[src/rtl/axis_maxpool_engine.sv]
// Optional 2x2/stride-2 signed max-pool on an AXI-Stream of UNITS-row columns, two pooled columns per output beat.
// Latency 1 from the emitting handshake; input stalls only while a held output beat is not taken.
module axis_maxpool_engine #(
  parameter int WORD_WIDTH  = 8,
  parameter int UNITS       = 4,
  parameter int GROUPS      = 2,
  parameter int COPIES      = 2,
  parameter int TUSER_WIDTH = 4,
  parameter int I_IS_MAX    = 0
) (
  input  logic                                        aclk,
  input  logic                                        aresetn,
  input  logic                                        s_axis_tvalid,
  output logic                                        s_axis_tready,
  input  logic [COPIES*GROUPS*UNITS*WORD_WIDTH-1:0]   s_axis_tdata,
  input  logic [TUSER_WIDTH-1:0]                      s_axis_tuser,
  input  logic                                        s_axis_tlast,
  output logic                                        m_axis_tvalid,
  input  logic                                        m_axis_tready,
  output logic [COPIES*GROUPS*UNITS*WORD_WIDTH-1:0]   m_axis_tdata,
  output logic                                        m_axis_tlast
);
  localparam int NS = COPIES * GROUPS;
  localparam int HU = UNITS / 2;
  localparam int DW = NS * UNITS * WORD_WIDTH;
  localparam int HW = NS * HU * WORD_WIDTH;

  function automatic logic [WORD_WIDTH-1:0] smax(input logic [WORD_WIDTH-1:0] a,
                                                 input logic [WORD_WIDTH-1:0] b);
    smax = ($signed(a) > $signed(b)) ? a : b;
  endfunction

  logic [1:0]    phase_q, phase_d;
  logic          sop_q, sop_d;
  logic          mode_q, mode_d;
  logic [HW-1:0] hold_a_q, hold_a_d;
  logic [HW-1:0] hold_p0_q, hold_p0_d;
  logic          m_valid_q, m_valid_d;
  logic          m_last_q, m_last_d;
  logic [DW-1:0] m_data_q, m_data_d;

  logic [HW-1:0] vcol, vmax_a, pool_p0, pool_p1;
  logic [DW-1:0] pool_out;
  logic          s_hs, cur_mode, emit;
  logic          unused_tuser;

  assign unused_tuser  = ^s_axis_tuser;
  assign s_axis_tready = !m_valid_q || m_axis_tready;
  assign m_axis_tvalid = m_valid_q;
  assign m_axis_tdata  = m_data_q;
  assign m_axis_tlast  = m_last_q;

  // Vertical pair max per (copy, group), then horizontal max against the held column;
  // pooled columns land in the low and high halves of each UNITS-word slot.
  for (genvar s = 0; s < NS; s++) begin : g_slot
    for (genvar u = 0; u < HU; u++) begin : g_col
      localparam int K = s * HU + u;
      assign vcol[K*WORD_WIDTH +: WORD_WIDTH] =
        smax(s_axis_tdata[(s*UNITS+2*u)*WORD_WIDTH +: WORD_WIDTH],
             s_axis_tdata[(s*UNITS+2*u+1)*WORD_WIDTH +: WORD_WIDTH]);
      assign vmax_a[K*WORD_WIDTH +: WORD_WIDTH] =
        smax(hold_a_q[K*WORD_WIDTH +: WORD_WIDTH], vcol[K*WORD_WIDTH +: WORD_WIDTH]);
      assign pool_out[(s*UNITS+u)*WORD_WIDTH +: WORD_WIDTH]    = pool_p0[K*WORD_WIDTH +: WORD_WIDTH];
      assign pool_out[(s*UNITS+HU+u)*WORD_WIDTH +: WORD_WIDTH] = pool_p1[K*WORD_WIDTH +: WORD_WIDTH];
    end
  end

  always_comb begin
    phase_d   = phase_q;
    sop_d     = sop_q;
    mode_d    = mode_q;
    hold_a_d  = hold_a_q;
    hold_p0_d = hold_p0_q;
    m_valid_d = m_valid_q;
    m_last_d  = m_last_q;
    m_data_d  = m_data_q;
    pool_p0   = '0;
    pool_p1   = '0;
    emit      = 1'b0;
    s_hs      = s_axis_tvalid && s_axis_tready;
    cur_mode  = sop_q ? s_axis_tuser[I_IS_MAX] : mode_q;

    if (m_valid_q && m_axis_tready) m_valid_d = 1'b0;

    if (s_hs) begin
      sop_d  = s_axis_tlast;
      mode_d = cur_mode;
      if (!cur_mode) begin
        m_valid_d = 1'b1;
        m_data_d  = s_axis_tdata;
        m_last_d  = s_axis_tlast;
      end else begin
        phase_d = phase_q + 2'd1;
        // A tlast before phase 3 flushes a short window, zero-filling any missing column.
        unique case (phase_q)
          2'd0: begin
            hold_a_d = vcol;
            pool_p0  = vcol;
            emit     = s_axis_tlast;
          end
          2'd1: begin
            hold_p0_d = vmax_a;
            pool_p0   = vmax_a;
            emit      = s_axis_tlast;
          end
          2'd2: begin
            hold_a_d = vcol;
            pool_p0  = hold_p0_q;
            pool_p1  = vcol;
            emit     = s_axis_tlast;
          end
          default: begin
            pool_p0 = hold_p0_q;
            pool_p1 = vmax_a;
            emit    = 1'b1;
          end
        endcase
        if (emit) begin
          phase_d   = 2'd0;
          m_valid_d = 1'b1;
          m_data_d  = pool_out;
          m_last_d  = s_axis_tlast;
        end
      end
    end
  end

  always_ff @(posedge aclk or negedge aresetn) begin
    if (!aresetn) begin
      phase_q   <= 2'd0;
      sop_q     <= 1'b1;
      mode_q    <= 1'b0;
      hold_a_q  <= '0;
      hold_p0_q <= '0;
      m_valid_q <= 1'b0;
      m_last_q  <= 1'b0;
      m_data_q  <= '0;
    end else begin
      phase_q   <= phase_d;
      sop_q     <= sop_d;
      mode_q    <= mode_d;
      hold_a_q  <= hold_a_d;
      hold_p0_q <= hold_p0_d;
      m_valid_q <= m_valid_d;
      m_last_q  <= m_last_d;
      m_data_q  <= m_data_d;
    end
  end
endmodule

[config.mk]
export PLATFORM = sky130hd
export DESIGN_NAME = axis_maxpool_engine
export DESIGN_NICKNAME = d
export VERILOG_FILES = /design/src/rtl/axis_maxpool_engine.sv
export SDC_FILE = /design/constraint.sdc
export NUM_CORES = 1
export LEC_CHECK = 0
export CELL_PAD_IN_SITES_DETAIL_PLACEMENT = 1
export CELL_PAD_IN_SITES_GLOBAL_PLACEMENT = 1
export CORE_MARGIN = 2
export CORE_UTILIZATION = 45
export DETAILED_ROUTE_END_ITERATION = 16
export PLACE_DENSITY = 0.95
export SLEW_MARGIN = 30
export SYNTH_ARGS = -nofsm -noshare
export SYNTH_HDL_FRONTEND = slang
export SYNTH_SLANG_ARGS = --single-unit
[constraint.sdc]
create_clock -name aclk -period 4.53 [get_ports aclk]
set_clock_uncertainty 0.2 [all_clocks]
set_input_delay 0.453 -clock aclk [delete_from_list [all_inputs] [get_ports aclk]]
set_output_delay 0.453 -clock aclk [all_outputs]
set_load 0.05 [all_outputs]
==> out/results.ini, run 1 <==
[power]
ir_worst_vdd_mv=0.459
p_per_area_mw_per_mm2=737
power.leakage_nw=10.5

[global_routing]
overflow=0
grt.met2_usage_pct=64.5
grt_start_max_net_pins=112
first_global_vias=20800
grt.busiest_layer=met2
use_met1_pct=45.6
met3_usage_pct=8.67
gr-usage-all-layers_pct=38.6
antenna_found_initial=6
grt_pass1_wl_mm=123

[floorplanning]
coreArea_mm2=0.0385
num_rows=72
die_y_um=201
pin_count=268
die-width_um=201
start_util_pct=45.3
die-area_mm2=0.0403

[routing]
final_antenna_net_count=0
firstDrtPassIters=6
vias=19300
routed_wl_mm=80.7
vias_per_cell=6.70
post_drt_wl_per_cell_um=28.1
drc=0
drtIter0Drc=1773

[worst_setup_path]
cp_top_family=compound AO/OA/AOI/OAI gates
reg2reg_slack_ns=1.13
cp.depth=19
path_cells=clkdlybuf4s50_1, inv_1, ha_1, nand3_1, nor2_1, o21ai_0, a21oi_2, buf_4, mux2_2, inv_1, ha_1, nand4_1, nor2_1, o22ai_1, o21ai_1, buf_4, o21ba_2, a221oi_1, a311oi_1
critPathSlowestCell=clkdlybuf4s50_1
timing.critical_path.from=s_axis_tdata[12]
slowest_delay_ns=0.59
critPathRequiredTime_ns=4.74
path_max_fanout=8
cp-start-kind=input port
cp-end-kind=flip-flop
reg2reg_depth=5
crit_buf_inv=5
rr_startpoint=sop_q
reg2reg_to=m_axis_tdata[47]
arrival_ns=4.75
critical_path_class=in -> reg
cp-endpoint=m_axis_tdata[16]

[sta]
fmax_ghz=0.220
fin_crit_sh_pct=100
drv_slew=0
setup_viol=1
relSlewSlack_pct=38.9
finalHoldViolCount=0
fin_crit_ns=4.54
worst_slack_ns=-0.00797
setup_tns_ns=-0.00797
tightest_slew_ns=0.915

[synthesis]
synth_edf_count=0
synth-seq-cells=262
synthDistinctLibCells=76
synthArstFlopShare_pct=100
ys_warn_count=0
syn-num-nets=2247
synth.most_common_cell=dfrtp_1
synth_area_leaders=dfrtp_1 37%, ha_1 9.5%, o21ai_0 6.2%
synth_top_area_share_pct=37.5
synth.avg_cell_area_um2=8.81
syn_area_mm2=0.0174
yosysSeqAreaShare_pct=37.6
syn-instance-count=1978
synth_common_cells=261 x dfrtp_1, 217 x o21ai_0, 173 x nand2_1, 154 x nor2_1, 134 x inv_1
synth_flop_cell=dfrtp_1
yosys.area.top_type=dfrtp_1

[cts]
cts.sink_count=262
insertion_delay_ns=0.60
clk_path_buf_depth=3
htreeDepth=1
tritoncts=done
cts-root-buf=clkbuf_16
cts_buffers=30
path_clk_slew_ns=0.07

[finish]
fin_nets=2606
design_area_mm2=0.0229
drive_gt1_share_pct=15.1
area_growth_pct=31.3

[placed_design]
io_buffers=264
gp_congestion=0.907
place_area_mm2=0.0218
dpl.hpwl_mm=55.4

[worst_hold_path]
hp-class=in -> async

[job]
drv_cap=0

[run_status]
violations=negative setup slack
status=finished, violations left

==> sequential cells by signal (all words and copies together), names as in the netlist <==
register and count:
hold_a_q 64, hold_p0_q 64, m_axis_tdata 128, m_axis_tlast 1
sop_q 1, phase_q 2, mode_q 1, m_axis_tvalid 1
==> where the power goes <==
part / total [mW] / internal, mW / leakage, nW / switching [mW]
clock network: 2.43 / 1.36 / 0.463 / 1.07
logic: 9.92 / 3.53 / 6.84 / 6.39
registers: 4.50 / 3.44 / 3.16 / 1.07
total: 16.9 / 8.33 / 10.5 / 8.53
==> how the worst min path moves through the flow <==
stage | endpoint | slack, ns | cells after the start
2_1_floorplan | hold_a_q[0] | -0.04 | 0
4_1_cts | hold_p0_q[59] | 0.28 | 1
6_report | m_axis_tdata[59] | 0.19 | 2
3_5_place_dp | hold_p0_q[59] | 0.27 | 1
3_3_place_gp | hold_p0_q[17] | 0.26 | 1
5_1_grt | m_axis_tdata[57] | 0.20 | 2
==> cell families (layout without fill, tap and decap cells) <==
group | count (synthesis) | count (layout) | share of synthesized area (%)
AOI/OAI and AO/OA | 660 | 660 | 25.7
other | 0 | 2 | 0
muxes | 109 | 109 | 6.91
buffers and inverters | 271 | 648 | 5.98
and+or+nand+nor | 544 | 544 | 14.3
DFF | 262 | 262 | 37.6
adders and majority gates | 132 | 132 | 9.48
==> final cells by class <==
| cell class | instances | area (um2) |
|---|---|---|
| Timing Repair Buffer | 455 | 4240 |
| Tap cell | 518 | 648 |
| Clock inverter | 4 | 20.0 |
| Antenna cell | 2 | 5.00 |
| Sequential cell | 262 | 6560 |
| Clock buffer | 46 | 912 |
| Multi-Input combinational cell | 1445 | 9950 |
| Fill cell | 4364 | 15600 |
| Inverter | 143 | 537 |
==> routing by layer <==
metal | wire [um] | up-vias
li1 | - | 7930
met3 | 7970 | 463
met4 | 5640 | 6
met5 | 41 | -
met2 | 38300 | 1354
met1 | 28700 | 9506
==> worst register-to-register path, stage by stage (launching register included) <==
cell	delay, ns
dfstp_2	0.59
mux2_4	0.61
buf_4	0.70
and3_1	0.64
a211oi_1	0.18
or3_1	0.40
==> what timing repair did <==
action | CTS | global route
hold buffers | 1 | 0
endpoints found under the setup margin | 0 | 94
endpoints found under the hold margin | 105 | 0
resized for setup | 0 | 18
buffers inserted | 0 | 6
==> placed cells by master (no fill, tap or decap), types with 13 or more instances in the layout <==
cell type and instances:
o22ai_1 28, nand4_1 13, a21oi_1 82, dfrtp_1 261
clkdlybuf4s50_1 263, mux2i_1 57, a211oi_1 34, ha_1 131
a21o_1 39, a31oi_1 26, buf_4 178, nor3_1 41
o31ai_1 16, nand2_1 170, or3_1 39, o21ai_1 14
mux2_2 33, o21ai_0 214, inv_1 134, nor2_1 151
o21a_1 19, clkbuf_16 31, a221o_1 15, mux2_4 15
nand3_1 47, nand2b_1 33, nor2b_1 20, a211o_1 16
a221oi_1 49, o221a_2 16, a2bb2oi_1 31
==> per-stage QoR <==
stage	instances	util [%]	setup WS (ns)	hold slack (ns)	power, mW
finish	2875	59.5	-0.00797	0.187	16.9
global route	2875	59.5	-0.0910	0.205	17.5
CTS	2865	59.0	0.0392	0.281	16.5
detailed placement	2814	56.6	-0.500	0.267	13.9
global placement	2813	56.5	-0.112	0.259	13.1
floorplan	1978	-	0.215	-0.0426	9.88
No activity file was read; power rests on OpenSTA's default activity.
==> run 2: changes to the inputs <==
--- a/config.mk
+++ b/config.mk
@@ -11,7 +11,6 @@
 export CORE_UTILIZATION = 45
 export DETAILED_ROUTE_END_ITERATION = 16
 export PLACE_DENSITY = 0.95
-export SLEW_MARGIN = 30
 export SYNTH_ARGS = -nofsm -noshare
 export SYNTH_HDL_FRONTEND = slang
 export SYNTH_SLANG_ARGS = --single-unit
==> run 2 against run 1 <==
  * The run now ends clean
  * Hold slack gained 0.099 ns
  * Highest routed layer unchanged
  * Via count grew 0.99%
  * First-iteration DRC count grew 18%
  * Sequential share of layout area is essentially flat
  * Register-to-register slack lost 0.08 ns
  * Cell area grew 0.14%
  * Setup slack gained 0.039 ns
  * Cell count is essentially flat
==> out/results.ini, run 2 (synthesis gave the netlist of run 1 again) <==
[run_status]
status=completed  ; was finished, violations left

[finish]
area_growth_pct=31.5  ; was 31.3%
fill_cells=4351  ; was 4364
largest_reg_flops=128  ; unchanged
fin_nets=2602  ; was 2606
layout_common_cells=263 x clkdlybuf4s50_1, 261 x dfrtp_1, 213 x o21ai_0, 178 x buf_4, 170 x nand2_1  ; was 263 x clkdlybuf4s50_1, 261 x dfrtp_1, 214 x o21ai_0, 178 x buf_4, 170 x nand2_1
instances_no_fill=2876  ; was 2875
final_util_pct=59.6  ; was 59.5%
design_area_mm2=0.0229  ; about the same
layout_commonest_cell=clkdlybuf4s50_1  ; unchanged
drive_gt1_share_pct=15.3  ; was 15.1%

[worst_setup_path]
cp-end-kind=flip-flop  ; unchanged
path_max_fanout=5  ; was 8
cp-start-kind=input port  ; unchanged
critPathSlowestCell=clkdlybuf4s50_1  ; unchanged
crit_buf_inv=5  ; unchanged
critPathRequiredTime_ns=4.80  ; was 4.74 ns
path_cells=clkdlybuf4s50_1, inv_1, ha_1, a21oi_1, o21ai_1, or4_1, o21ai_4, buf_4, mux2_4, inv_2, ha_1, nor2b_1, o21ai_0, a21oi_1, o211a_1, nor2_4, buf_4, a221oi_1, nor3_1  ; was clkdlybuf4s50_1, inv_1, ha_1, nand3_1, nor2_1, o21ai_0, a21oi_2, buf_4, mux2_2, inv_1, ha_1, nand4_1, nor2_1, o22ai_1, o21ai_1, buf_4, o21ba_2, a221oi_1, a311oi_1
slowest_delay_ns=0.48  ; was 0.59 ns
critical_path_class=in -> reg  ; unchanged
arrival_ns=4.77  ; was 4.75 ns
cp_top_family=compound AO/OA/AOI/OAI gates  ; unchanged

[routing]
routed_wl_mm=82.4  ; was 80.7 mm
firstDrtPassIters=6  ; unchanged
post_drt_wl_per_cell_um=28.6  ; was 28.1 um
drc=0  ; unchanged
final_antenna_net_count=0  ; unchanged
vias_per_cell=6.76  ; was 6.70
drtIter0Drc=2094  ; was 1773
vias=19400  ; was 19300

[sta]
finalHoldViolCount=0  ; unchanged
relSlewSlack_pct=21.6  ; was 38.9%
fin_crit_ns=4.50  ; was 4.54 ns
worst_slack_ns=0.0309  ; was -0.00797 ns
setup_viol=0  ; was 1
drv_slew=0  ; unchanged
tightest_slew_ns=1.17  ; was 0.915 ns
fmax_ghz=0.222  ; was 0.220 GHz
setup_tns_ns=0  ; was -0.00797 ns
fin_crit_sh_pct=99.3  ; was 100%

[cts]
cts_buffers=29  ; was 30
path_clk_slew_ns=0.07  ; about the same
clk_path_buf_depth=3  ; unchanged
htreeDepth=1  ; unchanged
cts.sink_count=262  ; unchanged
tritoncts=done  ; unchanged
cts-root-buf=clkbuf_16  ; unchanged
insertion_delay_ns=0.60  ; about the same

[global_routing]
overflow=0  ; unchanged
gr-usage-all-layers_pct=39.8  ; was 38.6%
first_global_vias=21200  ; was 20800
grt_pass1_wl_mm=126  ; was 123 mm
antenna_found_initial=4  ; was 6
grt_start_max_net_pins=112  ; unchanged

[floorplanning]
pin_count=268  ; unchanged
coreArea_mm2=0.0385  ; unchanged
die-width_um=201  ; unchanged
die_y_um=201  ; unchanged
start_util_pct=45.3  ; unchanged
die-area_mm2=0.0403  ; unchanged
num_rows=72  ; unchanged

[worst_hold_path]
hp-class=reg -> reg  ; was in -> async

[power]
power.leakage_nw=10.5  ; about the same
ir_worst_vdd_mv=0.591  ; was 0.459 mV
p_per_area_mw_per_mm2=748  ; was 737 mW/mm2

[placed_design]
dpl.cell_count=2813  ; was 2814
gp_congestion=0.907  ; unchanged
pre_cts_slack_ns=-0.481  ; was -0.500 ns
place_area_mm2=0.0217  ; was 0.0218 mm2
dpl.hpwl_mm=55.1  ; was 55.4 mm
io_buffers=264  ; unchanged

[job]
drv_cap=0  ; unchanged

[run 2: where the power goes]
part / total, mW / leakage, nW / switching [mW] / internal (mW)
Sequential: 4.52 / 3.16 / 1.08 / 3.44
Combinational: 10.0 / 6.80 / 6.51 / 3.49
Clock: 2.63 / 0.509 / 1.08 / 1.54
[run 2: timing repair]
action                                 4_1_cts  5_1_grt
setup endpoints to repair                    0       66
hold buffers                                 1        0
resized for setup                            0       21
endpoints found under the hold margin      105        0
buffers inserted                             0        5
[run 2: worst paths after layout]
kind,start,to,slack (ns),depth (start not counted)
max reg2reg,sop_q,m_axis_tdata[46],1.05,5
min reg2reg,hold_p0_q[19],hold_p0_q[19],0.29,1
max,s_axis_tdata[108],m_axis_tdata[117],0.03,19
min,hold_p0_q[19],hold_p0_q[19],0.29,1
max in group asynchronous,aresetn,hold_p0_q[15],2.70,3
min in group asynchronous,aresetn,m_axis_tdata[85],0.36,2
[run 2: layout make-up]
| class | count | area [um2] | share of cell area, % |
|---|---|---|---|
| clock inverters | 13 | 174 | 0.759 |
| well taps | 518 | 648 | 2.83 |
| repair buffers | 451 | 4150 | 18.1 |
| clock buffers | 40 | 857 | 3.74 |
| diodes | 3 | 7.51 | 0.0328 |
| multi-input cells | 1446 | 9980 | 43.5 |
| inverters | 143 | 537 | 2.34 |
| flip-flops and latches | 262 | 6560 | 28.6 |
[run 2: through the flow]
step                      power (mW)  hold slack [ns]
final                           17.1            0.286
after global routing            17.8            0.312
after CTS                       16.8            0.288
after detailed placement        13.9            0.267
after global placement          13.1            0.259
after floorplan                 9.88          -0.0426
[run 2: metal layers]
| layer | track usage [%] | routed length (um) | vias to the layer above |
|---|---|---|---|
| li1 | - | - | 7920 |
| met1 | 46.4 | 29200 | 9552 |
| met2 | 66.5 | 38900 | 1472 |
| met3 | 9.16 | 8300 | 499 |
| met4 | 25.3 | 5920 | 6 |
| met5 | 0 | 41 | - |
==> run 3: changes to the inputs <==
--- a/config.mk
+++ b/config.mk
@@ -8,9 +8,9 @@
 export CELL_PAD_IN_SITES_DETAIL_PLACEMENT = 1
 export CELL_PAD_IN_SITES_GLOBAL_PLACEMENT = 1
 export CORE_MARGIN = 2
-export CORE_UTILIZATION = 45
+export CORE_UTILIZATION = 38
 export DETAILED_ROUTE_END_ITERATION = 16
-export PLACE_DENSITY = 0.95
+export PLACE_DENSITY = 0.86
 export SYNTH_ARGS = -nofsm -noshare
 export SYNTH_HDL_FRONTEND = slang
 export SYNTH_SLANG_ARGS = --single-unit
==> constraint.sdc (replaced) <==
create_clock -name aclk -period 3.8 [get_ports aclk]
set_clock_uncertainty 0.2 [all_clocks]
set_input_delay 0.38 -clock aclk [delete_from_list [all_inputs] [get_ports aclk]]
set_output_delay 0.38 -clock aclk [all_outputs]
set_load 0.05 [all_outputs]
==> run 3 against run 2 <==
  * Largest power group unchanged
  * Sequential cell count unchanged
  * Cell area increased by 14%
  * Via count increased by 2.9%
  * The run now ends with negative setup slack left
  * Utilization decreased by 2.1 points
  * Sequential share of layout area decreased by 3.4 points
  * Setup slack got worse by 0.55 ns
  * Clock power increased by 14%
  * Global-route usage decreased by 6.4 points
  * Critical path type unchanged
==> out/results.ini, run 3 (synthesis gave the netlist of run 1 again) <==
[run_status]
status=finished, violations left  ; was completed
violations=negative setup slack

[finish]
drive_gt1_share_pct=30.6  ; was 15.3%
antennaDiodeCount=0  ; was 3
instances_no_fill=3145  ; was 2876
fill_cells=5021  ; was 4351
fin_nets=2793  ; was 2602
area_growth_pct=49.5  ; was 31.5%
largest_reg_flops=128  ; unchanged
layout_commonest_cell=buf_4  ; was clkdlybuf4s50_1
layout_common_cells=342 x buf_4, 261 x dfrtp_1, 205 x o21ai_0, 171 x clkdlybuf4s50_1, 162 x nand2_1  ; was 263 x clkdlybuf4s50_1, 261 x dfrtp_1, 213 x o21ai_0, 178 x buf_4, 170 x nand2_1

[global_routing]
grt.met2_usage_pct=57.9  ; was 66.5%
gr-usage-all-layers_pct=33.4  ; was 39.8%
overflow=0  ; unchanged
use_met1_pct=39.6  ; was 46.4%
grt_pass1_wl_mm=124  ; was 126 mm
grt_start_max_net_pins=102  ; was 112
first_global_vias=21500  ; was 21200
met3_usage_pct=6.14  ; was 9.16%
antenna_found_initial=2  ; was 4
grt.busiest_layer=met2  ; unchanged

[power]
power.leakage_nw=11.9  ; was 10.5 nW
power.share.combinational_pct=61.0  ; was 58.3%
ir_worst_vdd_mv=0.628  ; was 0.591 mV
p_per_area_mw_per_mm2=836  ; was 748 mW/mm2
p_int_mw=10.9  ; was 8.47 mW
switching_share_pct=50.0  ; was 50.6%
p_clk_share_pct=13.8  ; was 15.3%
switchingPower_mw=10.9  ; was 8.67 mW
pwr-share-seq_pct=25.2  ; was 26.3%

[sta]
holdWs_ns=0.0644  ; was 0.286 ns
rsz0062_at_grt=true
fin_crit_ns=4.32
finalHoldViolCount=0  ; unchanged
drv_slew=0  ; unchanged
fmax_ghz=0.231
worst_slack_ns=-0.523  ; was 0.0309 ns
fin_crit_sh_pct=114
setup_viol=62  ; was 0
relSlewSlack_pct=35.2  ; was 21.6%
tightest_slew_ns=0.970  ; was 1.17 ns

[routing]
final_antenna_net_count=0  ; unchanged
vias=20000  ; was 19400
routed_wl_mm=88.4  ; was 82.4 mm
drtIter0Drc=1758  ; was 2094
vias_per_cell=6.36  ; was 6.76
firstDrtPassIters=7  ; was 6
drc=0  ; unchanged
post_drt_wl_per_cell_um=28.1  ; was 28.6 um

[worst_setup_path]
arrival_ns=4.54  ; was 4.77 ns
path_max_fanout=8  ; was 5
cp-start-kind=input port  ; unchanged
critPathRequiredTime_ns=4.02  ; was 4.80 ns
critical_path_class=in -> reg  ; unchanged
cp-end-kind=flip-flop  ; unchanged

[worst_hold_path]
hp-class=in -> reg  ; was reg -> reg

[cts]
cts.sink_count=262  ; unchanged
path_clk_slew_ns=0.06  ; was 0.07 ns
cts_buffers=31  ; was 29
clk_path_buf_depth=3  ; unchanged
htreeDepth=1  ; unchanged
cts-root-buf=clkbuf_16  ; unchanged
insertion_delay_ns=0.60  ; about the same
tritoncts=done  ; unchanged

[job]
drv_cap=0  ; unchanged

[floorplanning]
pin_count=268  ; unchanged
die-area_mm2=0.0476  ; was 0.0403 mm2
die_y_um=218  ; was 201 um
coreArea_mm2=0.0453  ; was 0.0385 mm2
die-width_um=218  ; was 201 um
start_util_pct=38.5  ; was 45.3%
num_rows=78  ; was 72

[placed_design]
pre_cts_slack_ns=-0.953  ; was -0.481 ns
io_buffers=264  ; unchanged
dpl.cell_count=3051  ; was 2813
gp_congestion=0.923  ; was 0.907
dpl.hpwl_mm=54.8  ; was 55.1 mm

[run 3: cell count changes in the layout (fill, tap and decap cells not counted), sizes merged, moves of 19 or more]
cell,change
buf,+194
clkbuf,+19
clkdlybuf4s50,-92
dlygate4sd2,+45
dlymetal6s2s,+27
[run 3: final timing paths]
path / depth (start not counted) / to / slack [ns] / from
setup / recovery: 19 / m_axis_tdata[39] / -0.52 / s_axis_tdata[32]
hold / removal: 4 / m_axis_tdata[16] / 0.06 / s_axis_tdata[16]
setup reg to reg: 6 / m_axis_tdata[39] / 0.40 / phase_q[0]
hold reg to reg: 1 / hold_p0_q[48] / 0.29 / hold_p0_q[48]
max in group asynchronous: 3 / m_axis_tdata[104] / 2.17 / aresetn
min in group asynchronous: 2 / m_axis_tdata[82] / 0.25 / aresetn
[run 3: area by class of cell]
cell class	instances	area (um2)	share of cell area, %
clock inverter	6	57.6	0.221
multi-input combinational	1446	11500	44.3
inverter	143	564	2.17
clock buffer	48	920	3.53
sequential	262	6560	25.2
timing repair buffer	640	5660	21.7
tap	600	751	2.88
[run 3: repair_timing]
item,in CTS,in global routing
pin swaps,50,77
setup buffers,20,16
setup endpoints to repair,159,183
gates cloned,2,1
endpoints found under the hold margin,96,0
gates resized for setup,180,240
hold buffers,1,0
[run 3: critical path: stages]
cell	delay (ns)
clkdlybuf4s50_1	0.50
inv_1	0.08
ha_1	0.24
nor2b_1	0.21
o211ai_1	0.13
a21oi_2	0.21
o21ai_4	0.11
buf_6	0.14
buf_4	0.14
buf_4	0.13
mux2i_1	0.20
ha_1	0.30
nand4_1	0.10
o22ai_1	0.14
a31o_4	0.26
nor2_1	0.14
buf_4	0.21
a221o_1	0.32
a2bb2oi_1	0.58
[run 3: per-stage QoR]
step	setup TNS [ns]	util, %	power [mW]	area (um2)
3_5_place_dp	-136.91	51.4	16.6	23300
2_1_floorplan	-1.00	-	12.0	17700
4_1_cts	0	55.2	20.4	25000
3_3_place_gp	-92.62	51.4	16.0	23300
6_report	-4.46	57.5	21.8	26000
5_1_grt	-12.52	57.5	22.6	26000
[run 3: power groups by stage]
stage	clock (mW)	combinational, mW	sequential (mW)
CTS	2.99	12.1	5.32
global placement	0	10.8	5.22
finish	3.00	13.3	5.48
global route	3.11	13.9	5.56
floorplan	0	4.81	7.15
detailed placement	0	11.4	5.29
[run 3: layer usage]
metal | part of all wire, % | wire length [um]
met1 | 37 | 32300
met2 | 49 | 43300
met3 | 8.3 | 7330
met4 | 6.2 | 5490
met5 | 0.024 | 21
